**config.mk**
```make
export PLATFORM = sky130hd
export DESIGN_NAME = uart_link
export DESIGN_NICKNAME = d
export VERILOG_FILES = /design/src/rtl/uart_pkg.sv /design/src/rtl/uart_baud_counter.sv /design/src/rtl/uart_link.sv
export SDC_FILE = /design/constraint.sdc
export NUM_CORES = 1
export LEC_CHECK = 0
export ABC_AREA = 1
export BUFFER_PORTS_ARGS = -buffer_cell sky130_fd_sc_hd__buf_2
export CAP_MARGIN = 10
export CORE_MARGIN = 2
export CORE_UTILIZATION = 45
export CTS_CLUSTER_DIAMETER = 150
export DETAILED_ROUTE_END_ITERATION = 8
export PLACE_DENSITY = 0.64
export SYNTH_ARGS = -nofsm -noshare
export SYNTH_HDL_FRONTEND = slang
export SYNTH_SLANG_ARGS = --single-unit
```
**constraint.sdc**
```tcl
create_clock -name clk_i -period 1.77 [get_ports clk_i]
set_input_delay 0.4425 -clock clk_i [delete_from_list [all_inputs] [get_ports clk_i]]
set_output_delay 0.4425 -clock clk_i [all_outputs]
set_load 0.005 [all_outputs]
```
**src/rtl/uart_pkg.sv**
```systemverilog
// Shared definitions for the UART link: transmit/receive FSM state encodings
// and the bit-period calculation used to size the baud counters.
package uart_pkg;

    typedef enum logic [1:0] {
        TX_IDLE  = 2'd0,
        TX_START = 2'd1,
        TX_DATA  = 2'd2,
        TX_STOP  = 2'd3
    } tx_state_t;

    typedef enum logic [1:0] {
        RX_IDLE  = 2'd0,
        RX_START = 2'd1,
        RX_DATA  = 2'd2,
        RX_STOP  = 2'd3
    } rx_state_t;

    // Clocks per serial bit, rounded down.
    function automatic int calc_period(input int clk_khz, input int bods);
        return (clk_khz * 32'sd1000) / bods;
    endfunction

endpackage

```
**src/rtl/uart_baud_counter.sv**
```systemverilog
// Bit-period timer: counts PERIOD clocks per tick while running, and can be
// preloaded so that the first tick lands half a period after the load.
module uart_baud_counter #(
    parameter int PERIOD = 16,
    parameter int CNT_W  = $clog2(PERIOD + 1)
) (
    input  logic i_clk,
    input  logic i_arst_n,
    input  logic i_run,
    input  logic i_load,
    input  logic i_half,
    output logic o_tick
);

    localparam logic [CNT_W-1:0] C_ZERO       = CNT_W'(0);
    localparam logic [CNT_W-1:0] C_LAST       = CNT_W'(PERIOD - 1);
    localparam logic [CNT_W-1:0] C_HALF_START = CNT_W'(PERIOD - PERIOD / 2);

    logic [CNT_W-1:0] r_cnt;

    assign o_tick = i_run && (r_cnt == C_LAST);

    // Period counter; wraps on every tick so consecutive bits stay aligned.
    always_ff @(posedge i_clk or negedge i_arst_n) begin
        if (!i_arst_n) begin
            r_cnt <= C_ZERO;
        end else if (i_load) begin
            r_cnt <= i_half ? C_HALF_START : C_ZERO;
        end else if (!i_run || o_tick) begin
            r_cnt <= C_ZERO;
        end else begin
            r_cnt <= r_cnt + CNT_W'(1);
        end
    end

endmodule

```
**src/rtl/uart_link.sv**
```systemverilog
// Full-duplex UART: 8N1-style transmitter and receiver sharing one clock,
// each timed by its own baud counter and running independently.
module uart_link
    import uart_pkg::*;
#(
    parameter int CLK_KHZ     = 100000,
    parameter int BODS        = 9600,
    parameter int DATA_AMOUNT = 8
) (
    input  logic                   clk_i,
    input  logic                   arst_i,
    input  logic                   en_i,
    input  logic [DATA_AMOUNT-1:0] data_i,
    output logic                   ready_o,
    output logic                   tx_o,
    input  logic                   rx_i,
    output logic                   valid_data_o,
    output logic [DATA_AMOUNT-1:0] data_o
);

    localparam int P     = calc_period(CLK_KHZ, BODS);
    localparam int CNT_W = $clog2(P + 1);
    localparam int IDX_W = $clog2(DATA_AMOUNT + 1);
    localparam logic [IDX_W-1:0] C_LAST_IDX = IDX_W'(DATA_AMOUNT - 1);
    localparam logic [IDX_W-1:0] C_IDX_ZERO = IDX_W'(0);
    localparam logic [DATA_AMOUNT-1:0] C_WORD_ZERO = DATA_AMOUNT'(0);

    tx_state_t              r_tx_state;
    logic [DATA_AMOUNT-1:0] r_tx_shift;
    logic [IDX_W-1:0]       r_tx_idx;
    logic                   r_tx;
    logic                   r_ready;
    logic                   w_tx_tick;
    logic                   w_tx_run;
    logic                   w_tx_load;

    rx_state_t              r_rx_state;
    logic [DATA_AMOUNT-1:0] r_rx_shift;
    logic [IDX_W-1:0]       r_rx_idx;
    logic                   r_sync1;
    logic                   r_sync2;
    logic                   r_rx_prev;
    logic                   r_valid;
    logic [DATA_AMOUNT-1:0] r_data;
    logic                   w_rx_tick;
    logic                   w_rx_run;
    logic                   w_rx_fall;
    logic                   w_rx_load;

    assign w_tx_run  = (r_tx_state != TX_IDLE);
    assign w_tx_load = (r_tx_state == TX_IDLE) && en_i;
    assign w_rx_run  = (r_rx_state != RX_IDLE);
    assign w_rx_fall = r_rx_prev && !r_sync2;
    assign w_rx_load = (r_rx_state == RX_IDLE) && w_rx_fall;

    assign tx_o         = r_tx;
    assign ready_o      = r_ready;
    assign valid_data_o = r_valid;
    assign data_o       = r_data;

    uart_baud_counter #(.PERIOD(P), .CNT_W(CNT_W)) u_tx_baud (
        .i_clk    (clk_i),
        .i_arst_n (arst_i),
        .i_run    (w_tx_run),
        .i_load   (w_tx_load),
        .i_half   (1'b0),
        .o_tick   (w_tx_tick)
    );

    // RX counter is preloaded on the start edge so its first tick hits mid start bit.
    uart_baud_counter #(.PERIOD(P), .CNT_W(CNT_W)) u_rx_baud (
        .i_clk    (clk_i),
        .i_arst_n (arst_i),
        .i_run    (w_rx_run),
        .i_load   (w_rx_load),
        .i_half   (1'b1),
        .o_tick   (w_rx_tick)
    );

    // Transmit FSM; a request present when the stop bit ends chains the next frame.
    always_ff @(posedge clk_i or negedge arst_i) begin
        if (!arst_i) begin
            r_tx_state <= TX_IDLE;
            r_tx_shift <= C_WORD_ZERO;
            r_tx_idx   <= C_IDX_ZERO;
            r_tx       <= 1'b1;
            r_ready    <= 1'b1;
        end else begin
            case (r_tx_state)
                TX_IDLE: begin
                    if (en_i) begin
                        r_tx_shift <= data_i;
                        r_tx       <= 1'b0;
                        r_ready    <= 1'b0;
                        r_tx_state <= TX_START;
                    end
                end
                TX_START: begin
                    if (w_tx_tick) begin
                        r_tx       <= r_tx_shift[0];
                        r_tx_shift <= {1'b0, r_tx_shift[DATA_AMOUNT-1:1]};
                        r_tx_idx   <= C_IDX_ZERO;
                        r_tx_state <= TX_DATA;
                    end
                end
                TX_DATA: begin
                    if (w_tx_tick) begin
                        if (r_tx_idx == C_LAST_IDX) begin
                            r_tx       <= 1'b1;
                            r_tx_state <= TX_STOP;
                        end else begin
                            r_tx       <= r_tx_shift[0];
                            r_tx_shift <= {1'b0, r_tx_shift[DATA_AMOUNT-1:1]};
                            r_tx_idx   <= r_tx_idx + IDX_W'(1);
                        end
                    end
                end
                TX_STOP: begin
                    if (w_tx_tick) begin
                        if (en_i) begin
                            r_tx_shift <= data_i;
                            r_tx       <= 1'b0;
                            r_tx_state <= TX_START;
                        end else begin
                            r_ready    <= 1'b1;
                            r_tx_state <= TX_IDLE;
                        end
                    end
                end
                default: begin
                    r_tx_state <= TX_IDLE;
                    r_tx       <= 1'b1;
                    r_ready    <= 1'b1;
                end
            endcase
        end
    end

    // Two-flop synchronizer plus one delayed copy for falling-edge detection.
    always_ff @(posedge clk_i or negedge arst_i) begin
        if (!arst_i) begin
            r_sync1   <= 1'b1;
            r_sync2   <= 1'b1;
            r_rx_prev <= 1'b1;
        end else begin
            r_sync1   <= rx_i;
            r_sync2   <= r_sync1;
            r_rx_prev <= r_sync2;
        end
    end

    // Receive FSM; a low stop bit drops the word, and re-arming needs a fresh falling edge.
    always_ff @(posedge clk_i or negedge arst_i) begin
        if (!arst_i) begin
            r_rx_state <= RX_IDLE;
            r_rx_shift <= C_WORD_ZERO;
            r_rx_idx   <= C_IDX_ZERO;
            r_valid    <= 1'b0;
            r_data     <= C_WORD_ZERO;
        end else begin
            r_valid <= 1'b0;
            case (r_rx_state)
                RX_IDLE: begin
                    if (w_rx_fall) begin
                        r_rx_state <= RX_START;
                    end
                end
                RX_START: begin
                    if (w_rx_tick) begin
                        if (r_sync2) begin
                            r_rx_state <= RX_IDLE;
                        end else begin
                            r_rx_idx   <= C_IDX_ZERO;
                            r_rx_state <= RX_DATA;
                        end
                    end
                end
                RX_DATA: begin
                    if (w_rx_tick) begin
                        r_rx_shift <= {r_sync2, r_rx_shift[DATA_AMOUNT-1:1]};
                        if (r_rx_idx == C_LAST_IDX) begin
                            r_rx_state <= RX_STOP;
                        end else begin
                            r_rx_idx <= r_rx_idx + IDX_W'(1);
                        end
                    end
                end
                RX_STOP: begin
                    if (w_rx_tick) begin
                        if (r_sync2) begin
                            r_data  <= r_rx_shift;
                            r_valid <= 1'b1;
                        end
                        r_rx_state <= RX_IDLE;
                    end
                end
                default: begin
                    r_rx_state <= RX_IDLE;
                end
            endcase
        end
    end

endmodule

```
==> impl_metrics.csv, run 1 <==
group,metric,value,unit
outcome,status,"completed",
logic_synthesis,avgSynthCellArea,7.956,um^2
clocking,cts-buffers-inserted,9,
worst_setup_path,critPathMaxFanout,7,
logic_synthesis,postSynthNetCount,470,
worst_setup_path,critPathArrivalTime,1910,ps
cells_and_area,final_common_cell,"sky130_fd_sc_hd__nand2_1",
clocking,path_clk_slew,90,ps
cells_and_area,mostFrequentLayoutCells,"sky130_fd_sc_hd__nand2_1 (143), sky130_fd_sc_hd__dfrtp_1 (64), sky130_fd_sc_hd__inv_1 (46)",
global_routing,grt_use_met1,21.97,%
timing,totalNegativeSetupSlack,0,ps
global_routing,met3_usage_in_global_routing,4.915,%
global_routing,pin_count_of_the_biggest_net_entering_global_routing,71,
worst_setup_path,critical_path.n_buffers_inverters,2,
logic_synthesis,asyncSetResetFlopFracSynth,100.0,%
clocking,post_cts_hold_buffer_count,0,
placed_design,place_congestion,0.8559,
worst_setup_path,worst_path_most_repeated_cell,"sky130_fd_sc_hd__nand2_1",
worst_setup_path,startpoint_type,"flop",
clocking,cts.htree.levels,3,
routing,drtPass1Iterations,4,
cells_and_area,drive_gt1_share,16.73,%
timing,grt_setup_unrepaired,"no",
worst_setup_path,reg2reg_to,"r_rx_idx[2]$_DFFE_PN0P_",
power_and_ir_drop,max-vdd-ir-drop,0.001044,V
routing,first_iter_violations,79,
worst_setup_path,critical_path_s_top_delay_family,"simple AND/OR/NAND/NOR gates",
timing,final-setup-viol-count,0,
clocking,post_cts.repair.setup_buffers,0,
routing,drt-total-wl,6.517,mm
logic_synthesis,syn_std_cell_area,0.003572,mm^2
clocking,cts_root_buf,"sky130_fd_sc_hd__clkbuf_8",
timing,worst_slew_margin_rel,72.17,%
floorplan,floorplan.die_area,0.008667,mm^2
timing,fmax,0.6185,GHz
logic_synthesis,synth_flop_cell,"sky130_fd_sc_hd__dfrtp_1",
floorplan,die_width,93.10,um
cells_and_area,stdcell_area,0.004118,mm^2
logic_synthesis,post_synth_inst_count,449,
worst_setup_path,worstPathRequired,2060,ps
global_routing,grtUsageTotal,16.72,%
worst_hold_path,min-delay-path-class,"primary input to async pin",
worst_setup_path,worst_setup_path_startpoint,"u_rx_baud.r_cnt[0]$_DFF_PN0_",
clocking,cts_tree,"yes",
power_and_ir_drop,p_leak,2.071,nW
timing,final_report_max_slew_violation_count,0,
routing,routed_wire_length_per_instance,11.01,um
logic_synthesis,synth-warning-count,0,
power_and_ir_drop,power.density,1339,mW/mm^2
global_routing,grt_first_pass_wirelength,11.79,mm
clocking,insertion_delay,340,ps
run,maxCapViolCount,0,
floorplan,fp-row-count,32,
worst_setup_path,crit_path_top_delay_cell,"sky130_fd_sc_hd__dfrtp_1",
placed_design,dp.final_hpwl,4.530,mm
logic_synthesis,synth-seq-area-share,49.21,%
cells_and_area,multi_input_area,0.001587,mm^2
clocking,cts_resized,0,
floorplan,dieHeight,93.10,um
timing,layout_worst_path_cycle_share,91.34,%
global_routing,first_global_vias,2739,
timing,fin_skew,11.53,ps
global_routing,antenna_violations_before_repair,0,
clocking,max-clock-path-buffers,2,
cells_and_area,syn2layout_area_growth,15.27,%
cells_and_area,flip_flop_and_latch_area,0.001759,mm^2
routing,antenna_left,0,
worst_setup_path,crit_chain,"ha_2 > nand3_2 > inv_2 > nand2_2 > nor2_4 > nand2_1 > o21bai_1 > nand2_1 > inv_1",
routing,routed_via_density,4.821,
routing,detailroute.via_count,2854,
worst_setup_path,worstReg2RegStart,"u_rx_baud.r_cnt[0]$_DFF_PN0_",
timing,period_minus_slack,1617,ps
timing,tightestPinTransition,414.3,ps
worst_setup_path,regToRegSetupSlack,150,ps
floorplan,io-pin-count,23,
logic_synthesis,synth-edff-count,0,
logic_synthesis,synth.lib_cells_used.distinct,34,
placed_design,dpl_cell_area,0.003844,mm^2
logic_synthesis,synth_seq_cells,70,
routing,route.detailed.drc,0,
cells_and_area,nFillCells,755,
placed_design,port_buffer_cells,22,
global_routing,grt_busiest_layer,"met2",
clocking,clock_sinks,70,
cells_and_area,diodes,0,
timing,timing_hold_violations_final,0,
global_routing,grt.met2_usage,27.23,%
floorplan,core_region_area,0.007727,mm^2
worst_setup_path,cp_endpoint_kind,"flop",
worst_setup_path,critPathKind,"flop to flop",
global_routing,grt_remaining_overflow,0,
floorplan,floorplan.initialDensity,46.23,%
worst_setup_path,worst-r2r-cell-count,9,
cells_and_area,final_nets,506,
worst_setup_path,max_stage_delay,380,ps
## state kept, by name (all words and copies together) (netlist names), named ones only
signal / cells
ready_o: 1
r_tx_shift: 8
r_rx_prev: 1
u_rx_baud.r_cnt: 14
tx_o: 1
r_rx_state: 1
r_rx_shift: 8
valid_data_o: 1
u_tx_baud.r_cnt: 14
r_sync1: 1
data_o: 8
r_rx_idx: 4
r_tx_state: 2
r_sync2: 1
r_tx_idx: 4
## cells in the mapped netlist (2+ instances only)
library cell	count	area, um^2
sky130_fd_sc_hd__nand2_1	147	551.8
sky130_fd_sc_hd__dfrtp_1	65	1627
sky130_fd_sc_hd__inv_1	47	176.4
sky130_fd_sc_hd__nor2_1	45	168.9
sky130_fd_sc_hd__nand3_1	34	170.2
sky130_fd_sc_hd__nor3_1	14	70.07
sky130_fd_sc_hd__o21ai_1	12	60.06
sky130_fd_sc_hd__ha_1	9	112.6
sky130_fd_sc_hd__a21oi_1	8	40.04
sky130_fd_sc_hd__inv_2	8	30.03
sky130_fd_sc_hd__o21ai_2	8	70.07
sky130_fd_sc_hd__xor2_1	8	70.07
sky130_fd_sc_hd__o21ai_0	7	35.03
sky130_fd_sc_hd__nand4_1	6	37.54
sky130_fd_sc_hd__dfstp_2	5	131.4
sky130_fd_sc_hd__buf_6	2	22.52
sky130_fd_sc_hd__nand2_2	2	12.51
sky130_fd_sc_hd__nand3b_1	2	15.01
sky130_fd_sc_hd__nor2_4	2	22.52
sky130_fd_sc_hd__nor3b_1	2	15.01
sky130_fd_sc_hd__nor4_1	2	12.51
sky130_fd_sc_hd__xnor2_1	2	17.52
## per-layer routing
metal / vias up / wire length, um
li1: 1498 / -
met1: 1320 / 3268
met2: 30 / 2992
met3: 6 / 186
met4: 0 / 70
met5: - / 0
## report_power, final
part           internal, mW  switching (mW)
Combinational         0.628            1.17
Sequential             1.89           0.222
Clock                 0.958           0.645
## cell families (layout without fill, tap and decap cells)
logic type,Yosys count,in the layout,share of synthesized area (%)
buffers and inverters,60,101,6.865
flip-flops,70,70,49.21
XOR/XNOR,10,10,2.452
adder cells (fa/ha/maj),9,9,3.152
AO/OA/AOI/OAI,39,39,6.620
AND/OR/NAND/NOR,261,261,31.70
## cell type report
class | count | share of cell area (%)
Multi-Input combinational cell | 319 | 38.53
Tap cell | 102 | 3.099
Inverter | 55 | 5.105
Clock buffer | 9 | 3.008
Sequential cell | 70 | 42.72
Clock inverter | 7 | 3.099
Timing Repair Buffer | 30 | 4.436
## worst max path at each step
stage / to / slack, ps / cells past startpoint
2_1_floorplan: r_tx_idx[0]$_DFFE_PN0P_ / 240 / 8
3_3_place_gp: data_o[3]$_DFFE_PN0P_ / 130 / 8
3_5_place_dp: data_o[2]$_DFFE_PN0P_ / 70 / 8
4_1_cts: data_o[5]$_DFFE_PN0P_ / 70 / 8
5_1_grt: r_rx_idx[2]$_DFFE_PN0P_ / 2 / 9
6_report: r_rx_idx[2]$_DFFE_PN0P_ / 150 / 9
## per-stage QoR
stage               hold WS [ps]  setup WS [ps]  total power, mW  cells  utilization, %
CTS                        117.4          69.41            5.531    592           53.00
global placement           354.5          130.1            3.860    576           49.74
floorplan                  146.9          243.7            3.403    449               -
detailed placement         354.2          74.36            3.903    576           49.74
global route               129.4          2.178            5.975    592           53.29
finish                     84.37          153.2            5.512    592           53.29
Note: power is estimated with default switching activity, not from simulation.
==> run 2, diff against run 1 <==
--- a/config.mk
+++ b/config.mk
@@ -5,7 +5,7 @@
 export SDC_FILE = /design/constraint.sdc
 export NUM_CORES = 1
 export LEC_CHECK = 0
-export ABC_AREA = 1
+export ABC_AREA = 0
 export BUFFER_PORTS_ARGS = -buffer_cell sky130_fd_sc_hd__buf_2
 export CAP_MARGIN = 10
 export CORE_MARGIN = 2
==> run 2 against run 1 <==
Net effect: the flow now finishes with violations (negative setup slack); worst setup slack got worse by 160 ps; critical path depth decreased by 4; wire length increased by 1.4%; sequential power decreased by 16%; worst hold slack improved by 12 ps; maximum frequency decreased by 9.0%; sequential share of layout area decreased by 1.8 points; first-iteration DRC count decreased by 5.1%; clock-buffer cell count unchanged; synthesized cell count decreased by 32%; critical path type unchanged; largest cell class unchanged; highest routed layer unchanged.
==> impl_metrics.csv, run 2 <==
group,metric,value,unit
cells_and_area,final_nets,397,
clocking,clock_sinks,70,
timing,final.setup.worst_slack,-5.914,ps
cells_and_area,reg_top3,"u_rx_baud.r_cnt: 14 flops, u_tx_baud.r_cnt: 14 flops",
logic_synthesis,ranking_of_synthesized_cells_by_instance_count,"sky130_fd_sc_hd__dfrtp_1 (65), sky130_fd_sc_hd__nor2_1 (28), sky130_fd_sc_hd__mux2_2 (26)",
logic_synthesis,asyncSetResetFlopFracSynth,100.0,%
timing,grt_setup_unrepaired,"yes",
logic_synthesis,synth.lib_cells_used.distinct,54,
logic_synthesis,synth.top_cell.area_share,46.38,%
worst_setup_path,worstPathRequired,2010,ps
placed_design,dp.final_hpwl,4.540,mm
placed_design,place_congestion,0.7993,
logic_synthesis,postSynthNetCount,325,
worst_setup_path,worst-r2r-cell-count,5,
worst_setup_path,crit_chain,"ha_2 > and4_4 > and4b_2 > o21ai_0 > mux2_2",
routing,detailroute.via_count,2514,
logic_synthesis,synthMostInstantiatedCell,"sky130_fd_sc_hd__dfrtp_1",
global_routing,antenna_violations_before_repair,0,
clocking,path_clk_slew,90,ps
routing,antenna_left,0,
worst_setup_path,startpoint_type,"flop",
logic_synthesis,synth_seq_cells,70,
timing,fin_skew,11.67,ps
timing,fmax,0.5631,GHz
timing,worst_hold_slack,96.42,ps
timing,final-setup-viol-count,1,
clocking,post_cts_hold_buffer_count,0,
cells_and_area,syn2layout_area_growth,22.37,%
routing,routed_via_density,5.205,
clocking,max-clock-path-buffers,2,
worst_setup_path,cp_endpoint_kind,"flop",
timing,period_minus_slack,1776,ps
outcome,violations_in_the_final_reports,"negative setup slack",
timing,timing_hold_violations_final,0,
placed_design,port_buffer_cells,22,
clocking,cts_tree,"yes",
timing,layout_worst_path_cycle_share,100.3,%
logic_synthesis,synth-edff-count,0,
logic_synthesis,syn_std_cell_area,0.003507,mm^2
placed_design,dpl_worst_slack,-71.01,ps
floorplan,io-pin-count,23,
placed_design,dpl_cell_area,0.004011,mm^2
global_routing,first_global_vias,2388,
global_routing,grt_remaining_overflow,0,
logic_synthesis,synth-warning-count,0,
power_and_ir_drop,p_leak,2.026,nW
timing,worst_slew_margin_rel,75.06,%
logic_synthesis,synthTopCellsByArea,"sky130_fd_sc_hd__dfrtp_1 (46%), sky130_fd_sc_hd__mux2_2 (8.3%), sky130_fd_sc_hd__dfstp_2 (3.7%), sky130_fd_sc_hd__mux2_4 (3.4%), sky130_fd_sc_hd__ha_1 (3.2%)",
logic_synthesis,leading_area_contributor_after_synthesis,"sky130_fd_sc_hd__dfrtp_1",
cells_and_area,stdcell_area,0.004292,mm^2
worst_setup_path,crit_path_top_delay_cell,"sky130_fd_sc_hd__dfrtp_1",
worst_setup_path,critPathArrivalTime,2010,ps
clocking,cts_root_buf,"sky130_fd_sc_hd__clkbuf_8",
routing,route.detailed.drc,0,
cells_and_area,final_core_utilization,56.12,%
cells_and_area,final_common_cell,"sky130_fd_sc_hd__dfrtp_1",
routing,drt-total-wl,6.605,mm
logic_synthesis,avgSynthCellArea,11.54,um^2
timing,totalNegativeSetupSlack,-5.914,ps
cells_and_area,mostFrequentLayoutCells,"sky130_fd_sc_hd__dfrtp_1 (65), sky130_fd_sc_hd__buf_4 (44), sky130_fd_sc_hd__nor2_1 (27)",
placed_design,place_inst,462,
global_routing,grt_first_pass_wirelength,11.14,mm
logic_synthesis,synth-seq-area-share,50.12,%
cells_and_area,instances_no_fill,483,
routing,drtPass1Iterations,4,
power_and_ir_drop,max-vdd-ir-drop,0.0004388,V
clocking,cts.htree.levels,3,
floorplan,die_width,92.28,um
cells_and_area,drive_gt1_share,37.53,%
power_and_ir_drop,power.density,791.1,mW/mm^2
routing,routed_wire_length_per_instance,13.67,um
power_and_ir_drop,design_power_total,3.395,mW
routing,first_iter_violations,75,
clocking,cts-buffers-inserted,9,
floorplan,dieHeight,92.28,um
global_routing,pin_count_of_the_biggest_net_entering_global_routing,71,
worst_hold_path,min-delay-path-class,"primary input to async pin",
run,maxCapViolCount,0,
floorplan,floorplan.die_area,0.008516,mm^2
cells_and_area,diodes,0,
global_routing,grtUsageTotal,16.70,%
floorplan,fp-row-count,32,
floorplan,floorplan.initialDensity,45.86,%
timing,tightestPinTransition,374.0,ps
logic_synthesis,post_synth_inst_count,304,
timing,final_report_max_slew_violation_count,0,
logic_synthesis,synth_flop_cell,"sky130_fd_sc_hd__dfrtp_1",
floorplan,core_region_area,0.007647,mm^2
clocking,insertion_delay,360,ps
worst_setup_path,critPathKind,"flop to flop",
worst_setup_path,critPathMaxFanout,3,
worst_setup_path,max_stage_delay,390,ps
outcome,status,"finished with violations",
## run 2: path summary, 6_finish.rpt
path                                                      to                    startpoint  slack [ps]
worst min register to register             r_sync2$_DFF_PN1_             r_sync1$_DFF_PN1_         370
max in group asynchronous                   tx_o$_DFFE_PN1P_                        arst_i        1330
worst max-delay path               r_tx_state[1]$_DFFE_PN0P_  u_tx_baud.r_cnt[0]$_DFF_PN0_          -6
worst max register to register     r_tx_state[1]$_DFFE_PN0P_  u_tx_baud.r_cnt[0]$_DFF_PN0_          -6
worst min-delay path            u_rx_baud.r_cnt[7]$_DFF_PN0_                        arst_i         100
min in group clk_i                         r_sync1$_DFF_PN1_                          rx_i         180
## run 2: timing repair
| action | in CTS | in global routing |
|---|---|---|
| endpoints found under the hold margin | 0 | 0 |
| pin swaps | 4 | 8 |
| resized for setup | 3 | 8 |
| endpoints found under the setup margin | 10 | 23 |
| buffers inserted | 3 | 3 |
## run 2: cell type report
| type | count | area (um^2) |
|---|---|---|
| tap | 102 | 127.6 |
| clock inverter | 7 | 62.56 |
| timing repair buffer | 69 | 491.7 |
| inverter | 12 | 45.04 |
| multi-input combinational | 214 | 1683 |
| fill | 656 | 3356 |
| sequential | 70 | 1758 |
| clock buffer | 9 | 123.9 |
## run 2: metal layers
| layer | GRT usage [%] | part of all wire (%) | vias up |
|---|---|---|---|
| li1 | - | - | 1252 |
| met1 | 21.20 | 47 | 1218 |
| met2 | 26.96 | 48 | 31 |
| met3 | 4.519 | 3.0 | 13 |
| met4 | 7.090 | 2.0 | 0 |
| met5 | 0 | 0 | - |
## run 2: logic make-up (layout without fill, tap and decap cells)
kind of cell	after synthesis	after routing	share of synthesized area, %
simple gates	108	108	17.94
flops	70	70	50.12
compound gates	41	41	8.348
mux	34	34	11.77
xor+xnor	22	22	5.494
buf+inv	20	97	3.104
fa+ha+maj	9	9	3.211
## run 2: power by group
part	total [mW]	internal [mW]	switching, mW
clock	1.23	0.537	0.693
combinational	0.385	0.191	0.194
sequential	1.78	1.69	0.0870
## run 2: critical path: cells and delay by family (launching register included)
family | cells | cell delay, ps
AOI/OAI and AO/OA | 1 | 290
adders and majority gates | 1 | 190
DFF | 1 | 390
muxes | 1 | 380
and+or+nand+nor | 2 | 410
